`config.mk`:
```
export PLATFORM = sky130hd
export DESIGN_NAME = pipe_hazard_unit
export DESIGN_NICKNAME = d
export VERILOG_FILES = /design/src/rtl/cpu_pkg.sv /design/src/rtl/hazard_match.sv /design/src/rtl/pipe_hazard_unit.sv
export SDC_FILE = /design/constraint.sdc
export NUM_CORES = 1
export LEC_CHECK = 0
export CORE_UTILIZATION = 25
export CTS_CLUSTER_SIZE = 24
export DETAILED_ROUTE_END_ITERATION = 16
export DONT_BUFFER_PORTS = 1
export PLACE_DENSITY = 0.37
export SYNTH_ARGS = -nofsm -noshare
export SYNTH_HDL_FRONTEND = slang
export SYNTH_SLANG_ARGS = --single-unit
```
`constraint.sdc`:
```
create_clock -name clk_i -period 4.8 [get_ports clk_i]
set_input_delay 1.2 -clock clk_i [delete_from_list [all_inputs] [get_ports clk_i]]
set_output_delay 1.2 -clock clk_i [all_outputs]
set_load 0.01 [all_outputs]
```
`src/rtl/cpu_pkg.sv`:
```
// Shared CPU definitions: the hazard-tracking entry, forward-select encoding and
// the hard-wired zero register.
package cpu_pkg;

  // Widest register address the tracking entry can carry; narrower cores zero-extend.
  localparam int REG_AW_MAX = 16;

  localparam logic [REG_AW_MAX-1:0] REG0 = '0;
  localparam int FWD_RF = 0;

  typedef struct packed {
    logic                  valid;
    logic                  wen;
    logic                  is_load;
    logic [REG_AW_MAX-1:0] dst;
  } trk_entry_t;

endpackage

```
`src/rtl/hazard_match.sv`:
```
// Finds the youngest in-flight writer of one source operand and reports its
// forward select and whether that writer is a load.
module hazard_match
  import cpu_pkg::*;
#(
  parameter int NUM_TRK = 3,
  parameter int FWD_W   = $clog2(NUM_TRK + 1)
) (
  input  logic [REG_AW_MAX-1:0] src_i,
  input  logic                  src_used_i,
  input  trk_entry_t            trk_i [NUM_TRK],
  output logic                  hit_o,
  output logic [FWD_W-1:0]      fwd_sel_o,
  output logic                  is_load_hit_o
);

  // Scan oldest to youngest so the lowest matching index is the one that sticks.
  always_comb begin
    hit_o         = 1'b0;
    fwd_sel_o     = FWD_W'(FWD_RF);
    is_load_hit_o = 1'b0;
    for (int k = NUM_TRK - 1; k >= 0; k--) begin
      if (trk_i[k].valid && trk_i[k].wen && (trk_i[k].dst == src_i) &&
          (src_i != REG0) && src_used_i) begin
        hit_o         = 1'b1;
        fwd_sel_o     = FWD_W'(k + 1);
        is_load_hit_o = trk_i[k].is_load;
      end
    end
  end

endmodule

```
`src/rtl/pipe_hazard_unit.sv`:
```
// Hazard control beside ID: tracks in-flight destinations, drives forwarding
// selects, load-use stall/bubble and redirect flush, plus saturating event counters.
module pipe_hazard_unit
  import cpu_pkg::*;
#(
  parameter int NUM_TRK  = 3,
  parameter int REG_AW   = 5,
  parameter int LOAD_RDY = 2,
  parameter int BR_STAGE = 1,
  parameter int CNT_W    = 32,
  localparam int FWD_W   = $clog2(NUM_TRK + 1)
) (
  input  logic              clk_i,
  input  logic              rst_n,
  input  logic              id_valid_i,
  input  logic [REG_AW-1:0] id_rs_i,
  input  logic [REG_AW-1:0] id_rt_i,
  input  logic              id_rs_used_i,
  input  logic              id_rt_used_i,
  input  logic [REG_AW-1:0] id_dst_i,
  input  logic              id_wen_i,
  input  logic              id_is_load_i,
  input  logic              redirect_i,
  output logic              stall_o,
  output logic              bubble_o,
  output logic              flush_o,
  output logic [FWD_W-1:0]  fwd_rs_o,
  output logic [FWD_W-1:0]  fwd_rt_o,
  output logic [CNT_W-1:0]  stall_cnt_o,
  output logic [CNT_W-1:0]  flush_cnt_o
);

  localparam logic [FWD_W-1:0] LOAD_SEL_MAX = FWD_W'(LOAD_RDY);

  trk_entry_t trk_q [NUM_TRK];
  trk_entry_t trk_d [NUM_TRK];

  logic [CNT_W-1:0] stall_cnt_q, stall_cnt_d;
  logic [CNT_W-1:0] flush_cnt_q, flush_cnt_d;

  logic rs_hit, rt_hit, rs_load, rt_load;
  logic stall;

  hazard_match #(.NUM_TRK(NUM_TRK), .FWD_W(FWD_W)) u_match_rs (
    .src_i         (REG_AW_MAX'(id_rs_i)),
    .src_used_i    (id_rs_used_i),
    .trk_i         (trk_q),
    .hit_o         (rs_hit),
    .fwd_sel_o     (fwd_rs_o),
    .is_load_hit_o (rs_load)
  );

  hazard_match #(.NUM_TRK(NUM_TRK), .FWD_W(FWD_W)) u_match_rt (
    .src_i         (REG_AW_MAX'(id_rt_i)),
    .src_used_i    (id_rt_used_i),
    .trk_i         (trk_q),
    .hit_o         (rt_hit),
    .fwd_sel_o     (fwd_rt_o),
    .is_load_hit_o (rt_load)
  );

  // A redirect suppresses the stall: the stalled instruction is being thrown away.
  always_comb begin
    stall = id_valid_i && !redirect_i &&
            ((rs_hit && rs_load && (fwd_rs_o <= LOAD_SEL_MAX)) ||
             (rt_hit && rt_load && (fwd_rt_o <= LOAD_SEL_MAX)));
  end

  assign stall_o     = stall;
  assign bubble_o    = stall;
  assign flush_o     = redirect_i;
  assign stall_cnt_o = stall_cnt_q;
  assign flush_cnt_o = flush_cnt_q;

  always_comb begin
    if (stall || redirect_i) begin
      trk_d[0] = '0;
    end else begin
      trk_d[0].valid   = id_valid_i;
      trk_d[0].wen     = id_wen_i;
      trk_d[0].is_load = id_is_load_i;
      trk_d[0].dst     = REG_AW_MAX'(id_dst_i);
    end
    for (int k = 1; k < NUM_TRK; k++) begin
      trk_d[k] = trk_q[k-1];
      if (redirect_i && (k <= BR_STAGE)) begin
        trk_d[k].valid = 1'b0;
      end
    end
  end

  always_comb begin
    stall_cnt_d = stall_cnt_q;
    flush_cnt_d = flush_cnt_q;
    if (stall && (stall_cnt_q != '1)) begin
      stall_cnt_d = stall_cnt_q + 1'b1;
    end
    if (redirect_i && (flush_cnt_q != '1)) begin
      flush_cnt_d = flush_cnt_q + 1'b1;
    end
  end

  always_ff @(posedge clk_i or negedge rst_n) begin
    if (!rst_n) begin
      for (int k = 0; k < NUM_TRK; k++) begin
        trk_q[k] <= '0;
      end
      stall_cnt_q <= '0;
      flush_cnt_q <= '0;
    end else begin
      for (int k = 0; k < NUM_TRK; k++) begin
        trk_q[k] <= trk_d[k];
      end
      stall_cnt_q <= stall_cnt_d;
      flush_cnt_q <= flush_cnt_d;
    end
  end

endmodule

```
# --- After elaboration in Yosys (flattened, before gate mapping) ---
# Cells that the tools add are included.
classes:
  mux: 20
  n_addsub: 2
  n_eq_ne: 8
  magnitude_cmp: 2
  reduce_logical: 34
op_table:
  columns: ["operator", "n"]
  rows:
  - ["$eq A16 B5 Y1", 6]
  - ["$add A32 B1 Y32 const B", 2]
  - ["$ne A32 B32 Y1 const B", 2]
  - ["$reduce_bool A16 Y1", 2]
  - ["$logic_and A1 B1 Y1", 29]
  - ["$mux W19", 1]
  - ["$mux W1", 13]
  - ["$mux W2", 6]
  - ["$le A2 B2 Y1 const B", 2]
  - ["$logic_or A1 B1 Y1", 2]
  - ["$logic_not A1 Y1", 1]
totals:
  ff_bits: 121
  wordCells: 80
  inputBits: 23
  out_inout_bits: 71

# --- Longest topological paths before layout ---
logic_depth:
  word_depth: 13
  depth_mapped: 9
  depth_no_buf: 8

# --- By module ---
# Synthesis repeated with hierarchy kept, for this count alone.
unflattened:
  cells_unflattened: 530
  area_unflattened_um2: 5260.0
modules_own_cells:
  columns: ["mod", "area_per_inst_um2", "cells_each", "seq_area_each_um2", "n_inst"]
  rows:
  - ["pipe_hazard_unit", 3946.3, 358, 2202.1, 1]
  - ["hazard_match", 656.9, 86, 0.0, 2]

# --- Worst setup path after synthesis ---
# Ideal clock, no wire load.
synth_path:
  path_type: "input to output"
  startpoint: "in id_rs_i[1]"
  endpoint: "out stall_o"
  slack_ns: 0.928
  n_path_buf: 1
  t_arrival_ns: 2.672
  required_ns: 3.600
  stages: 6
  path_cell_list: "or4_1 o21ai_1 nor4_1 o21a_2 a22o_4 buf_4"
synth_via:
  elab_chain_len: 11
  elab_cells_between_ends: 27
  classes_between: "order compare (1); eq/ne (3); mux (9); reduce/logical (14)"
synth_lines:
  columns: ["item", "line", "text"]
  rows:
  - ["start: declaration", "pipe_hazard_unit.sv:16", "input logic [REG_AW-1:0] id_rs_i,"]
  - ["$eq A16 B5 Y1", "hazard_match.sv:23", "if (trk_i[k].valid && trk_i[k].wen && (trk_i[k].dst == src_i) &&"]
  - ["$logic_and A1 B1 Y1 (2 in series)", "hazard_match.sv:23", null]
  - ["$logic_and A1 B1 Y1", "hazard_match.sv:24", "(src_i != REG0) && src_used_i) begin"]
  - ["$mux W2 / $mux W1 (equally long branches) (3 in series)", "hazard_match.sv:23", null]
  - ["$le A2 B2 Y1 / $logic_and A1 B1 Y1 (equally long branches)", "pipe_hazard_unit.sv:65", "((rs_hit && rs_load && (fwd_rs_o <= LOAD_SEL_MAX)) ||"]
  - ["$logic_and A1 B1 Y1 *", "pipe_hazard_unit.sv:65", null]
  - ["$logic_or A1 B1 Y1 *", "pipe_hazard_unit.sv:65", null]
  - ["$logic_and A1 B1 Y1 *", "pipe_hazard_unit.sv:64", "stall = id_valid_i && !redirect_i &&"]
  - ["end: declaration", "pipe_hazard_unit.sv:24", "output logic stall_o,"]
# Every way passes the cells marked *; elsewhere a longest branch is shown, timed or not.

# --- Final worst setup path ---
layout_path:
  startpoint: "in id_rs_i[1]"
  endpoint: "out bubble_o"
layout_via:
  elab_chain_len: 11
  elab_cells_between_ends: 27
  classes_between: "order compare (1); eq/ne (3); mux (9); reduce/logical (14)"
layout_lines:
  columns: ["item", "line", "text"]
  rows:
  - ["$eq A16 B5 Y1", "hazard_match.sv:23", null]
  - ["$logic_and A1 B1 Y1 (2 in series)", "hazard_match.sv:23", null]
  - ["$logic_and A1 B1 Y1", "hazard_match.sv:24", null]
  - ["$mux W2 / $mux W1 (equally long branches) (3 in series)", "hazard_match.sv:23", null]
  - ["$le A2 B2 Y1 / $logic_and A1 B1 Y1 (equally long branches)", "pipe_hazard_unit.sv:65", null]
  - ["$logic_and A1 B1 Y1 *", "pipe_hazard_unit.sv:65", null]
  - ["$logic_or A1 B1 Y1 *", "pipe_hazard_unit.sv:65", null]
  - ["$logic_and A1 B1 Y1 *", "pipe_hazard_unit.sv:64", null]
  - ["end: declaration", "pipe_hazard_unit.sv:25", "output logic bubble_o,"]
# Marks and branches as above.

==> out/metrics.yaml <==
cts_htree_levels: 3
rsz0062_at_grt: "false"
slew_violations: 0
clock_sink_count: 87
via_count: 2907
detailed_place.area_um2: 4530
fp-row-count: 47
final-hold-violation-count: 0
portBuffers: 0
io_pins: 94
core_um2: 16700
r2r_slack_ns: 1.70
ant_nets_after_route: 0
floorplan.die_area_um2: 17700
nets: 417
dpl.hpwl_um: 7830
drtPass1Iterations: 4
antennaDiodeCount: 0
period_minus_slack_ns: 3.85
cts.repair_timing.setup_buffer_count: 0
drive_above_1_share_pct: 8.56
grt_antenna_before_repair: 1
grt_start_max_net_pins: 88
synth_top_flop_cell: "sky130_fd_sc_hd__dfrtp_1"
routed_via_density: 4.71
clk_pin_slew_ns: 0.06
mean_post_synth_cell_area_um2: 11.0
crit_path_max_fanout: 9
synthesis.instances: 390
cts_resized: 0
number_of_enable_type_register_cells_in_the_synthesized_netlist: 0
finalSetupViolCount: 0
clk_root_buffer_cell: "sky130_fd_sc_hd__clkbuf_16"
post-route-period-util_pct: 80.3
ys_async_sr_fraction_pct: 100
powerDensity_nw_per_um2: 357
grtUsageMet3_pct: 4.53
fin_tns_setup_ns: 0
mapped_area_um2: 4300
grt_first_pass_wirelength_um: 18100
clock_buffers_created_by_tritoncts: 9
finalClockSkew_ns: 0.00686
cts_hold_repair.buffers: 0
floorplan.initialDensity_pct: 25.7
min_path_type: "flip-flop to flip-flop"
grt_pass1_vias: 3179
ys_seq_area_share_pct: 50.6
endpoint_type_of_the_worst_setup_path: "output pin"
area.growth.synth_to_final_pct: 13.1
final_cell_area_um2: 4860
drt_wl_total_um: 10900
worst_pin_slew_ns: 0.732
grtUsageMet2_pct: 21.0
total_leakage_power_nw: 2.12
synth-seq-cells: 87
grt_busiest_layer: "met2"
gp_congestion: 0.758
die_h_um: 133
tritoncts_clock_tree: "built"
detail_route.drc_violations: 0
ir_worst_vdd_v: 0.000159
synth_nets: 415
met1_usage_pct: 16.4
groute.usage.overall_pct: 13.3
synth_cell_type_count: 46
synth.yosys.warnings: 0
worst_skew_pair_later_pin_latency_ns: 0.34
critical_path.startpoint_type: "input port"
fmaxAchievable_mhz: 259
num-fill-cells: 1758
max_slew_margin_pct: 50.7
chipWidth_um: 133
clockBufferDepth: 2
cap_viol_max_count: 0
worst_ep_required_time_ns: 3.60
setup.worst_path.class: "input port to output pin"
detail_route.iter0.violations: 82
run_status: "finished, final reports clean"
cp_data_arrival_time_ns: 2.65
grt_overflow_total: 0
route.detailed.wl_per_inst_um: 17.6
[per-stage QoR]
| stage | total power [mW] | worst slack, ns | hold slack (ns) | util [%] | cells |
|---|---|---|---|---|---|
| floorplan | 0.913 | 0.928 | 0.355 | - | 390 |
| finish | 1.74 | 0.946 | 0.401 | 29.1 | 617 |
| CTS | 1.77 | 0.942 | 0.406 | 29.1 | 617 |
| detailed placement | 0.946 | 0.941 | 0.390 | 27.1 | 601 |
| global route | 1.81 | 0.871 | 0.411 | 29.1 | 617 |
| global placement | 0.946 | 0.942 | 0.398 | 27.1 | 601 |
[final timing paths]
check / from / to / cells past startpoint
min: trk_d[35]$_DFF_PN0_ / trk_d[16]$_DFF_PN0_ / 0
min reg2reg: trk_d[35]$_DFF_PN0_ / trk_d[16]$_DFF_PN0_ / 0
max reg2reg: flush_cnt_o[0]$_DFFE_PN0P_ / flush_cnt_o[31]$_DFFE_PN0P_ / 8
max: id_rs_i[1] / bubble_o / 4
min in group asynchronous: rst_n / stall_cnt_o[29]$_DFFE_PN0P_ / 0
max in group asynchronous: rst_n / flush_cnt_o[20]$_DFFE_PN0P_ / 0
[critical path: stages]
cell and delay (ns):
sky130_fd_sc_hd__or4_1 0.58, sky130_fd_sc_hd__o2111ai_1 0.35, sky130_fd_sc_hd__o32ai_4 0.19, sky130_fd_sc_hd__a22o_4 0.33
[cells by family (layout without fill, tap and decap cells)]
kind of cell,after synthesis,after routing,share of synthesized area [%]
xor gates and xnor gates,92,92,18.7
DFF,87,87,50.6
muxes,1,1,0.349
buffers and inverters,15,22,1.66
and+or+nand+nor,178,178,24.3
adders and majority gates,2,2,0.582
AOI/OAI and AO/OA,15,15,3.78
[cells in the mapped netlist (all sizes together) (3+ instances only)]
library cell   n  area share (%)
and2          13             1.9
and3          16             2.3
and4           7             1.4
buf            3            0.61
clkbuf         6            0.52
dfrtp         87              51
inv            6            0.52
nand2         38             3.3
nand2b         3            0.44
nand3         13             1.5
nand4         28             4.1
nor2          15             1.3
nor3          19             2.9
nor3b          6             1.2
nor4           6            0.87
or4            4            0.79
xnor2         52              11
xor2          40             8.1
[cells in the final DEF (no fill, tap or decap), drive strengths merged, types with 2 or more instances in the layout]
cell type,instances
a21oi,2
and2,13
and3,16
and4,7
bufinv,3
clkbuf,10
clkinv,3
dfrtp,87
ha,2
inv,6
nand2,38
nand2b,3
nand3,13
nand4,28
nor2,15
nor2b,2
nor3,19
nor3b,6
nor4,6
nor4b,2
o21a,2
o21ai,2
or3,2
or4,4
xnor2,52
xor2,40
[flip-flops by register name, summed over array words and instances, names as in the netlist]
register     count
trk_q            8
trk_d           15
stall_cnt_o     32
flush_cnt_o     32
[layout make-up]
type	count	area, um^2	area share, %
Tap cell	220	275	5.66
Multi-Input combinational cell	288	2050	42.2
Clock inverter	6	109	2.24
Inverter	6	22.5	0.463
Sequential cell	87	2180	44.8
Clock buffer	10	229	4.71
[layer usage]
metal,up-vias,part of all wire [%]
met3,21,7.1
met4,2,2.1
met2,82,47
li1,1370,-
met5,-,0.12
met1,1432,43
[where the power goes]
part | switching, mW | internal, mW | leakage, nW
sequential | 0.0681 | 0.770 | 1.17
clock | 0.294 | 0.508 | 0.166
combinational | 0.0492 | 0.0458 | 0.782
total | 0.412 | 1.32 | 2.12
(Power assumes the default switching activity.)
